## src/rtl/calendar_day_compose_if.sv

```systemverilog
// calendar_day_compose_if: keypad entry controls and day-number results for calendar_day_compose
//   master (keypad/set-mode side) drives : start, cancel, key_valid, key_digit[3:0], max_day[5:0]
//   slave  (calendar_day_compose) drives : number[6:0], number_valid, err, busy, tens_disp[3:0], units_disp[3:0]
interface calendar_day_compose_if;
    logic       start;
    logic       cancel;
    logic       key_valid;
    logic [3:0] key_digit;
    logic [5:0] max_day;
    logic [6:0] number;
    logic       number_valid;
    logic       err;
    logic       busy;
    logic [3:0] tens_disp;
    logic [3:0] units_disp;
    modport master (
        output start, cancel, key_valid, key_digit, max_day,
        input  number, number_valid, err, busy, tens_disp, units_disp
    );
    modport slave (
        input  start, cancel, key_valid, key_digit, max_day,
        output number, number_valid, err, busy, tens_disp, units_disp
    );
endinterface

```

## src/rtl/calendar_day_compose.sv

```systemverilog
// calendar_day_compose: builds a binary day number (1-31) from two keypad BCD digits, tens first
//   clk   : system clock, rising edge
//   rst_n : asynchronous active-low reset
//   bus   : calendar_day_compose_if.slave
//           in  start (entry begin pulse), cancel (abort level), key_valid/key_digit (keypad strobe + BCD digit),
//               max_day (days in current month, values above 31 clamp to 31)
//           out number (last accepted day), number_valid (accept pulse), err (reject pulse), busy (entry active),
//               tens_disp/units_disp (preview digits)
//   Optional macro CAL_D_TIMEOUT_EN: abort entry with an err pulse after TIMEOUT_CYC idle cycles
//   (CNT_W-bit counter); without it entry waits indefinitely.
module calendar_day_compose #(
    parameter int TIMEOUT_CYC = 50000000,
    parameter int CNT_W       = 26
) (
    input logic clk,
    input logic rst_n,
    calendar_day_compose_if.slave bus
);
    typedef enum logic [1:0] {IDLE, TENS, UNITS, CHECK} state_t;
    state_t     state, state_nx;
    logic [6:0] number, number_nx;
    logic       number_valid, number_valid_nx;
    logic       err, err_nx;
    logic       busy, busy_nx;
    logic [3:0] tens, tens_nx;
    logic [3:0] units, units_nx;
    logic [6:0] value;
    logic [5:0] lim;
    logic       key_hit;
    logic       expired;

    if (2 ** CNT_W <= TIMEOUT_CYC) begin : g_cnt_w_check
        $error("CNT_W too narrow for TIMEOUT_CYC");
    end

    // Only BCD keys count; 10-15 are dropped everywhere without an error.
    assign key_hit = bus.key_valid && bus.key_digit <= 4'd9;
    // tens*10 + units as shifts; at most 39, fits 7 bits.
    assign value   = {tens, 3'b000} + {2'b00, tens, 1'b0} + {3'b000, units};
    assign lim     = bus.max_day > 6'd31 ? 6'd31 : bus.max_day;

`ifdef CAL_D_TIMEOUT_EN
    logic [CNT_W-1:0] cnt;
    assign expired = cnt == CNT_W'(TIMEOUT_CYC - 1);
    // Runs only while waiting for a key; any BCD key, or leaving TENS/UNITS, restarts it.
    always_ff @(posedge clk or negedge rst_n)
        if (!rst_n) cnt <= '0;
        else        cnt <= ((state == TENS || state == UNITS) && !key_hit) ? cnt + 1'b1 : '0;
`else
    assign expired = 1'b0;
`endif

    always_comb begin
        state_nx        = state;
        number_nx       = number;
        number_valid_nx = 1'b0;
        err_nx          = 1'b0;
        busy_nx         = busy;
        tens_nx         = tens;
        units_nx        = units;
        case (state)
            IDLE: if (bus.start && !bus.cancel) begin
                state_nx = TENS;
                busy_nx  = 1'b1;
                tens_nx  = '0;
                units_nx = '0;
            end
            TENS: if (bus.cancel) begin
                state_nx = IDLE;
                busy_nx  = 1'b0;
            end else if (key_hit && bus.key_digit <= 4'd3) begin
                tens_nx  = bus.key_digit;
                state_nx = UNITS;
            end else if (key_hit) begin
                err_nx = 1'b1;
            end else if (expired) begin
                err_nx   = 1'b1;
                busy_nx  = 1'b0;
                state_nx = IDLE;
            end
            UNITS: if (bus.cancel) begin
                state_nx = IDLE;
                busy_nx  = 1'b0;
            end else if (key_hit) begin
                units_nx = bus.key_digit;
                state_nx = CHECK;
            end else if (expired) begin
                err_nx   = 1'b1;
                busy_nx  = 1'b0;
                state_nx = IDLE;
            end
            CHECK: if (bus.cancel) begin
                state_nx = IDLE;
                busy_nx  = 1'b0;
            end else if (value != 7'd0 && value <= {1'b0, lim}) begin
                number_nx       = value;
                number_valid_nx = 1'b1;
                busy_nx         = 1'b0;
                state_nx        = IDLE;
            end else begin
                err_nx   = 1'b1;
                tens_nx  = '0;
                units_nx = '0;
                state_nx = TENS;
            end
            default: state_nx = IDLE;
        endcase
    end

    always_ff @(posedge clk or negedge rst_n)
        if (!rst_n) begin
            state        <= IDLE;
            number       <= '0;
            number_valid <= 1'b0;
            err          <= 1'b0;
            busy         <= 1'b0;
            tens         <= '0;
            units        <= '0;
        end else begin
            state        <= state_nx;
            number       <= number_nx;
            number_valid <= number_valid_nx;
            err          <= err_nx;
            busy         <= busy_nx;
            tens         <= tens_nx;
            units        <= units_nx;
        end

    assign bus.number       = number;
    assign bus.number_valid = number_valid;
    assign bus.err          = err;
    assign bus.busy         = busy;
    assign bus.tens_disp    = tens;
    assign bus.units_disp   = units;
endmodule
```

## src/flat_wrapper.sv

```systemverilog
// flat-port wrapper written by rule: the top's interface ports become plain ports
module calendar_day_compose_flat 
#(
    parameter int TIMEOUT_CYC = 50000000,
    parameter int CNT_W       = 26
)
  (clk, rst_n, bus_start, bus_cancel, bus_key_valid, bus_key_digit, bus_max_day, bus_number, bus_number_valid, bus_err, bus_busy, bus_tens_disp, bus_units_disp);
  calendar_day_compose_if bus_i ();
  input logic clk;
  input logic rst_n;
  input wire logic [$bits(bus_i.start)-1:0] bus_start;
  input wire logic [$bits(bus_i.cancel)-1:0] bus_cancel;
  input wire logic [$bits(bus_i.key_valid)-1:0] bus_key_valid;
  input wire logic [$bits(bus_i.key_digit)-1:0] bus_key_digit;
  input wire logic [$bits(bus_i.max_day)-1:0] bus_max_day;
  output wire logic [$bits(bus_i.number)-1:0] bus_number;
  output wire logic [$bits(bus_i.number_valid)-1:0] bus_number_valid;
  output wire logic [$bits(bus_i.err)-1:0] bus_err;
  output wire logic [$bits(bus_i.busy)-1:0] bus_busy;
  output wire logic [$bits(bus_i.tens_disp)-1:0] bus_tens_disp;
  output wire logic [$bits(bus_i.units_disp)-1:0] bus_units_disp;
  assign bus_i.start = bus_start;
  assign bus_i.cancel = bus_cancel;
  assign bus_i.key_valid = bus_key_valid;
  assign bus_i.key_digit = bus_key_digit;
  assign bus_i.max_day = bus_max_day;
  assign bus_number = bus_i.number;
  assign bus_number_valid = bus_i.number_valid;
  assign bus_err = bus_i.err;
  assign bus_busy = bus_i.busy;
  assign bus_tens_disp = bus_i.tens_disp;
  assign bus_units_disp = bus_i.units_disp;
  calendar_day_compose #(.TIMEOUT_CYC(TIMEOUT_CYC), .CNT_W(CNT_W)) u_core (.clk(clk), .rst_n(rst_n), .bus(bus_i));
endmodule
```

## config.mk

```make
export PLATFORM = sky130hd
export DESIGN_NAME = calendar_day_compose_flat
export DESIGN_NICKNAME = d
export VERILOG_FILES = /design/src/rtl/calendar_day_compose_if.sv /design/src/rtl/calendar_day_compose.sv /design/src/flat_wrapper.sv
export SDC_FILE = /design/constraint.sdc
export NUM_CORES = 1
export LEC_CHECK = 0
export CORE_ASPECT_RATIO = 0.8
export CORE_MARGIN = 2
export CORE_UTILIZATION = 50
export CTS_CLUSTER_SIZE = 25
export DETAILED_ROUTE_END_ITERATION = 16
export PLACE_DENSITY = 0.8
export SETUP_SLACK_MARGIN = 0.5
export SKIP_LAST_GASP = 1
export SYNTH_ARGS = -nofsm -noshare
export SYNTH_HDL_FRONTEND = slang
export SYNTH_SLANG_ARGS = --single-unit
```

## constraint.sdc

```tcl
create_clock -name clk -period 8.1 [get_ports clk]
set_input_delay 1.62 -clock clk [delete_from_list [all_inputs] [get_ports clk]]
set_output_delay 1.62 -clock clk [all_outputs]
set_load 0.01 [all_outputs]
```

==> reports/results.ini, run 1 <==
[timing]
worst_pin_slew_ns = 0.921
rsz0062_at_grt = no
setup_viol = 0
timing.fmax_mhz = 285
final.setup.tns_ns = 0
relSlewSlack_pct = 38.4
finalHoldViolations = 0
skew_ns = 0.00377
fin_crit_ns = 3.51
timing.final.crit_share_pct = 43.3
drv_slew = 0

[clocking]
cts_hold_buffers = 0
cts_setup_buffers = 0
ctsResizeCount = 0
clk_pin_slew_ns = 0.12
clock_path_buffers = 2
cts-buffers-inserted = 3
cts_tree = built
htree_num_levels = 1
cts_num_sinks = 20
clock_latency_ns = 0.31
root_buffer = clkbuf_4

[grt]
grt_max_degree = 21
gr-total-overflow = 0
track_usage_pct = 19.6
first_global_vias = 1020
antenna_found_initial = 0
grt_first_pass_wirelength_mm = 4.88

[yosys]
syn_nets = 167
synth.distinct_cells = 40
yosys.area.top_type = dfrtp_1
synth_edf_count = 0
post-synth-top-count-cell = dfrtp_1
ys_ff_latch = 20
synth_area_leaders = dfrtp_1, ha_1, mux2_4
synth_area_per_cell_sq_um = 10.6
yosys_warnings = 0
synthFlopType = dfrtp_1
async_reset_ff_share_pct = 100
yosys-top-cells-count = dfrtp_1, ha_1, nor2_1
yosysSeqAreaShare_pct = 35.9
netlist_area_sq_mm = 0.00140
syn_inst = 132
yosysTopAreaCellShare_pct = 35.9

[drt]
detail-route-antenna-nets = 0
avgRoutedWirePerCell_microns = 14.2
drt_first_iter_violations = 15
drt-total-wl_mm = 2.88
drc_errors = 0
via_count = 1044
viasPerCell = 5.14
first_pass_iters = 4

[worst_setup_path]
worst-endpoint-required_ns = 8.31
cp-start-kind = input pin
crit_type = in -> reg
worstPathArrival_ns = 3.72
cp-end-kind = register
critPathMaxFanout = 8

[run]
drv_cap = 0

[cells_and_area]
layout-drive-gt1-share_pct = 12.7
nNetsFinal = 201
antenna_cells = 0
areaGrowthSynthToFinish_pct = 28.5
final_util_pct = 66.4

[floorplanning]
dieWidth_microns = 63.1
io_pins = 33
die_area_sq_mm = 0.00323
start_util_pct = 51.6
core-area_sq_mm = 0.00270
die_h_microns = 51.2
core.rowCount = 17

[placement]
numPortBuffers = 32
dp_hpwl_mm = 2.40
gp_congestion = 0.784

[status]
status = complete, no violations

[power_and_ir_drop]
cellPowerDensity_mw_per_mm2 = 286
vdd_ir_drop_max_v = 0.000153
power.static_leakage_nw = 0.919

[hold_path]
hold_class = reg -> reg

==> final cells by class <==
type	instances	area [sq um]
clock inverters	1	30.0
inverters	12	45.0
clock buffers	3	22.5
fillers	234	908
well taps	38	47.5
repair buffers	32	320
flip-flops and latches	20	500
multi-input cells	97	827
==> registers in the layout (all words and copies together) (netlist names) <==
signal,cells
u_core.bus.number,7
u_core.bus.tens_disp,4
u_core.bus.units_disp,4
u_core.state,2
u_core.bus.busy,1
u_core.bus.err,1
u_core.bus.number_valid,1
==> placed cells by master, fill, tap and decap left out, drive strengths merged, types with 2 or more instances in the layout <==
cell / count
a21o: 6
a21oi: 8
a32o: 2
and2: 3
and3: 2
clkbuf: 3
clkdlybuf4s50: 32
dfrtp: 20
fa: 2
ha: 18
inv: 12
mux2: 7
mux2i: 4
nand2: 7
nand3: 3
nor2: 12
o211ai: 2
o21ai: 6
or2: 2
xor2: 2
==> path summary, 6_finish.rpt <==
kind                                         start                  endpoint  slack, ns  depth (start not counted)
setup / recovery                    bus_max_day[5]      u_core.bus.number[5]       4.59                          9
hold / removal                u_core.bus.number[6]      u_core.bus.number[6]       0.51                          1
setup reg to reg           u_core.bus.tens_disp[0]      u_core.bus.number[5]       4.67                         12
hold reg to reg               u_core.bus.number[6]      u_core.bus.number[6]       0.51                          1
max in group asynchronous                    rst_n  u_core.bus.units_disp[2]       5.73                          1
min in group asynchronous                    rst_n      u_core.bus.number[5]       1.81                          1
==> stage by stage <==
stage	cell area (sq um)	hold slack (ns)	instances	setup WS [ns]	power (mW)
5_1_grt	1790	0.521	203	4.46	0.552
3_3_place_gp	1740	0.472	199	4.31	0.423
3_5_place_dp	1740	0.478	199	4.27	0.433
4_1_cts	1790	0.511	203	4.59	0.518
6_report	1790	0.505	203	4.59	0.513
2_1_floorplan	1400	0.524	132	4.81	0.338
==> cell families (layout without fill, tap and decap cells) <==
group                    after synthesis  after routing  share of synthesized area [%]
multiplexers                          11             11                           10.1
flip-flops                            20             20                           35.9
AO/OA/AOI/OAI                         28             28                           14.3
AND/OR/NAND/NOR                       34             34                           13.2
adder cells (fa/ha/maj)               20             20                           19.0
buffers and inverters                 15             48                           4.84
other                                  1              1                          0.269
XOR/XNOR                               3              3                           2.42
==> power by group <==
part / internal [mW] / switching, mW / total, mW
clock: 0.0501 / 0.0335 / 0.0836
combinational: 0.141 / 0.141 / 0.282
sequential: 0.127 / 0.0209 / 0.147
total: 0.317 / 0.196 / 0.513
==> critical path, stage by stage <==
cell	delay (ns)
clkdlybuf4s50_1	0.47
or2_2	0.33
ha_1	0.18
nand3b_1	0.15
a21o_1	0.16
a21o_1	0.18
o211ai_2	0.08
nand2b_4	0.24
mux2_4	0.32
==> routing by layer <==
metal / GRT usage (%) / wire length [microns] / vias to the layer above
li1: - / - / 520
met1: 25.4 / 1280 / 487
met2: 34.9 / 1410 / 35
met3: 3.74 / 174 / 2
met4: 3.33 / 17 / 0
met5: 0 / 0 / -
No activity file was read; power rests on OpenSTA's default activity.
==> run 2, diff against run 1 <==
--- a/config.mk
+++ b/config.mk
@@ -7,10 +7,10 @@
 export LEC_CHECK = 0
 export CORE_ASPECT_RATIO = 0.8
 export CORE_MARGIN = 2
-export CORE_UTILIZATION = 50
+export CORE_UTILIZATION = 45
 export CTS_CLUSTER_SIZE = 25
 export DETAILED_ROUTE_END_ITERATION = 16
-export PLACE_DENSITY = 0.8
+export PLACE_DENSITY = 0.76
 export SETUP_SLACK_MARGIN = 0.5
 export SKIP_LAST_GASP = 1
 export SYNTH_ARGS = -nofsm -noshare
==> constraint.sdc (replaced) <==
create_clock -name clk -period 3 [get_ports clk]
set_input_delay 0.6 -clock clk [delete_from_list [all_inputs] [get_ports clk]]
set_output_delay 0.6 -clock clk [all_outputs]
set_load 0.01 [all_outputs]
==> reports/results.ini, run 2 (synthesis gave the netlist of run 1 again) <==
[status]
violations = negative setup slack
status = complete, but fails checks

[clocking]
clk_pin_slew_ns = 0.08
cts-buffers-inserted = 3
htree_num_levels = 1
clock_path_buffers = 2
clock_latency_ns = 0.27
root_buffer = clkbuf_8
cts_num_sinks = 20
cts_tree = built
cts_hold_buffers = 0

[cells_and_area]
fill_cells = 246
fin_cells = 226
layout-drive-gt1-share_pct = 29.6
areaGrowthSynthToFinish_pct = 47.1
final_util_pct = 68.0
layout_commonest_cell = clkdlybuf4s50_1
largest_reg_flops = 7
antenna_cells = 0
nNetsFinal = 222
final_cell_mix = clkdlybuf4s50_1, buf_4, dfrtp_1
largest_register = u_core.bus.number

[floorplanning]
start_util_pct = 46.2
core.rowCount = 18
core-area_sq_mm = 0.00302
die_area_sq_mm = 0.00356
io_pins = 33
die_h_microns = 53.8
dieWidth_microns = 66.3

[worst_setup_path]
worst-endpoint-required_ns = 3.16
regToRegEndpoint = u_core.bus.number[1]
cp.buffers_inverters = 2
cp-end-kind = register
crit_type = reg -> reg
regToRegSetupSlack_ns = -0.19
critPathMaxFanout = 7
crit_top_cell = a21o_1
worst_r2r_path_depth = 14
crit_path_start = u_core.bus.tens_disp[2]
worstReg2RegStart = u_core.bus.tens_disp[2]
cp_top_family = adder cells
cp-start-kind = register
crit_slowest_cell = fa_1
path_cells = inv_2, fa_1, inv_2, ha_4, a21o_1, a21oi_2, xnor2_2, ha_1, nand3_2, a21o_1, a21o_1, o211ai_2, nand2b_4, mux2_4
slowest_delay_ns = 0.54
path_depth = 14
worstPathArrival_ns = 3.35
critPathCapture = u_core.bus.number[1]

[timing]
holdWs_ns = 0.494
relSlewSlack_pct = 38.1
final.setup.worst_slack_ns = -0.189
finalHoldViolations = 0
skew_ns = 0.00857
rsz0062_at_grt = yes
drv_slew = 0
timing.fmax_mhz = 314
worst_pin_slew_ns = 0.925
final.setup.tns_ns = -1.84
fin_crit_ns = 3.19
timing.final.crit_share_pct = 106
setup_viol = 17

[power_and_ir_drop]
p_int_mw = 1.02
power.static_leakage_nw = 1.05
clkPwrFrac_pct = 16.9
switching_power_mw = 0.601
power_mw = 1.62
swShare_pct = 37.2
p_seq_share_pct = 24.2
cellPowerDensity_mw_per_mm2 = 788
comb_power_share_pct = 58.9
vdd_ir_drop_max_v = 0.000470

[grt]
grt_max_degree = 21
track_usage_pct = 21.0
gr-total-overflow = 0
grt_first_pass_wirelength_mm = 5.42
first_global_vias = 1183
antenna_found_initial = 0

[drt]
first_pass_iters = 4
drt_first_iter_violations = 19
avgRoutedWirePerCell_microns = 14.6
detail-route-antenna-nets = 0
viasPerCell = 5.00
via_count = 1130
drc_errors = 0
drt-total-wl_mm = 3.30

[run]
drv_cap = 0

[hold_path]
hold_path_startpoint = u_core.bus.busy
hold_class = reg -> reg

[placement]
dp_hpwl_mm = 2.48
numPortBuffers = 32
gp_congestion = 0.874
dp_cells = 215

[run 2: cell types whose count changed in the layout (fill, tap and decap cells not counted), sizes merged]
cell	delta
buf	+21
[run 2: final cells by class]
cell class	instances	area (sq um)	share of cell area, %
Sequential cell	20	500	24.4
Inverter	12	45.0	2.20
Timing Repair Buffer	53	482	23.5
Clock buffer	3	41.3	2.01
Clock inverter	1	30.0	1.46
Multi-Input combinational cell	97	903	44.0
Tap cell	40	50.0	2.44
[run 2: worst register-to-register path, stage by stage (launching register included)]
cell      delay [ns]
dfrtp_1         0.36
inv_2           0.05
fa_1            0.54
inv_2           0.06
ha_4            0.20
a21o_1          0.18
a21oi_2         0.16
xnor2_2         0.10
ha_1            0.33
nand3_2         0.09
a21o_1          0.16
a21o_1          0.22
o211ai_2        0.09
nand2b_4        0.23
mux2_4          0.31
[run 2: worst min-delay path by stage]
stage	to	slack [ns]	cells after the start
final	u_core.bus.busy	0.49	1
after global routing	u_core.bus.busy	0.51	1
after CTS	u_core.bus.number[6]	0.50	1
after detailed placement	u_core.bus.number[6]	0.48	1
after global placement	u_core.bus.number[6]	0.47	1
after floorplan	u_core.bus.busy	0.30	0
[run 2: through the flow]
step	setup WS [ns]	instance area (sq um)
after global placement	-0.153	1880
final	-0.189	2050
after floorplan	-0.0343	1430
after global routing	-0.305	2050
after CTS	-0.182	2000
after detailed placement	-0.261	1880
[run 2: repair_timing]
| action | CTS | global route |
|---|---|---|
| buffers inserted | 4 | 3 |
| resized for setup | 5 | 5 |
| setup endpoints to repair | 19 | 19 |
| endpoints found under the hold margin | 0 | 0 |
| pin swaps | 9 | 13 |
[run 2: per-layer routing]
layer / wire length [microns] / track usage, % / vias up / share of wire, %
li1: - / - / 564 / -
met1: 1460 / 25.0 / 525 / 44
met2: 1610 / 37.5 / 33 / 49
met3: 158 / 3.97 / 8 / 4.8
met4: 71 / 8.84 / 0 / 2.2
met5: 0 / 0 / - / 0
[run 2: power groups by stage]
| stage | clock (mW) | sequential [mW] | combinational, mW |
|---|---|---|---|
| after floorplan | 0 | 0.419 | 0.518 |
| after global placement | 0 | 0.394 | 0.839 |
| after detailed placement | 0 | 0.396 | 0.864 |
| after CTS | 0.276 | 0.390 | 0.917 |
| after global routing | 0.293 | 0.400 | 1.04 |
| final | 0.273 | 0.391 | 0.953 |
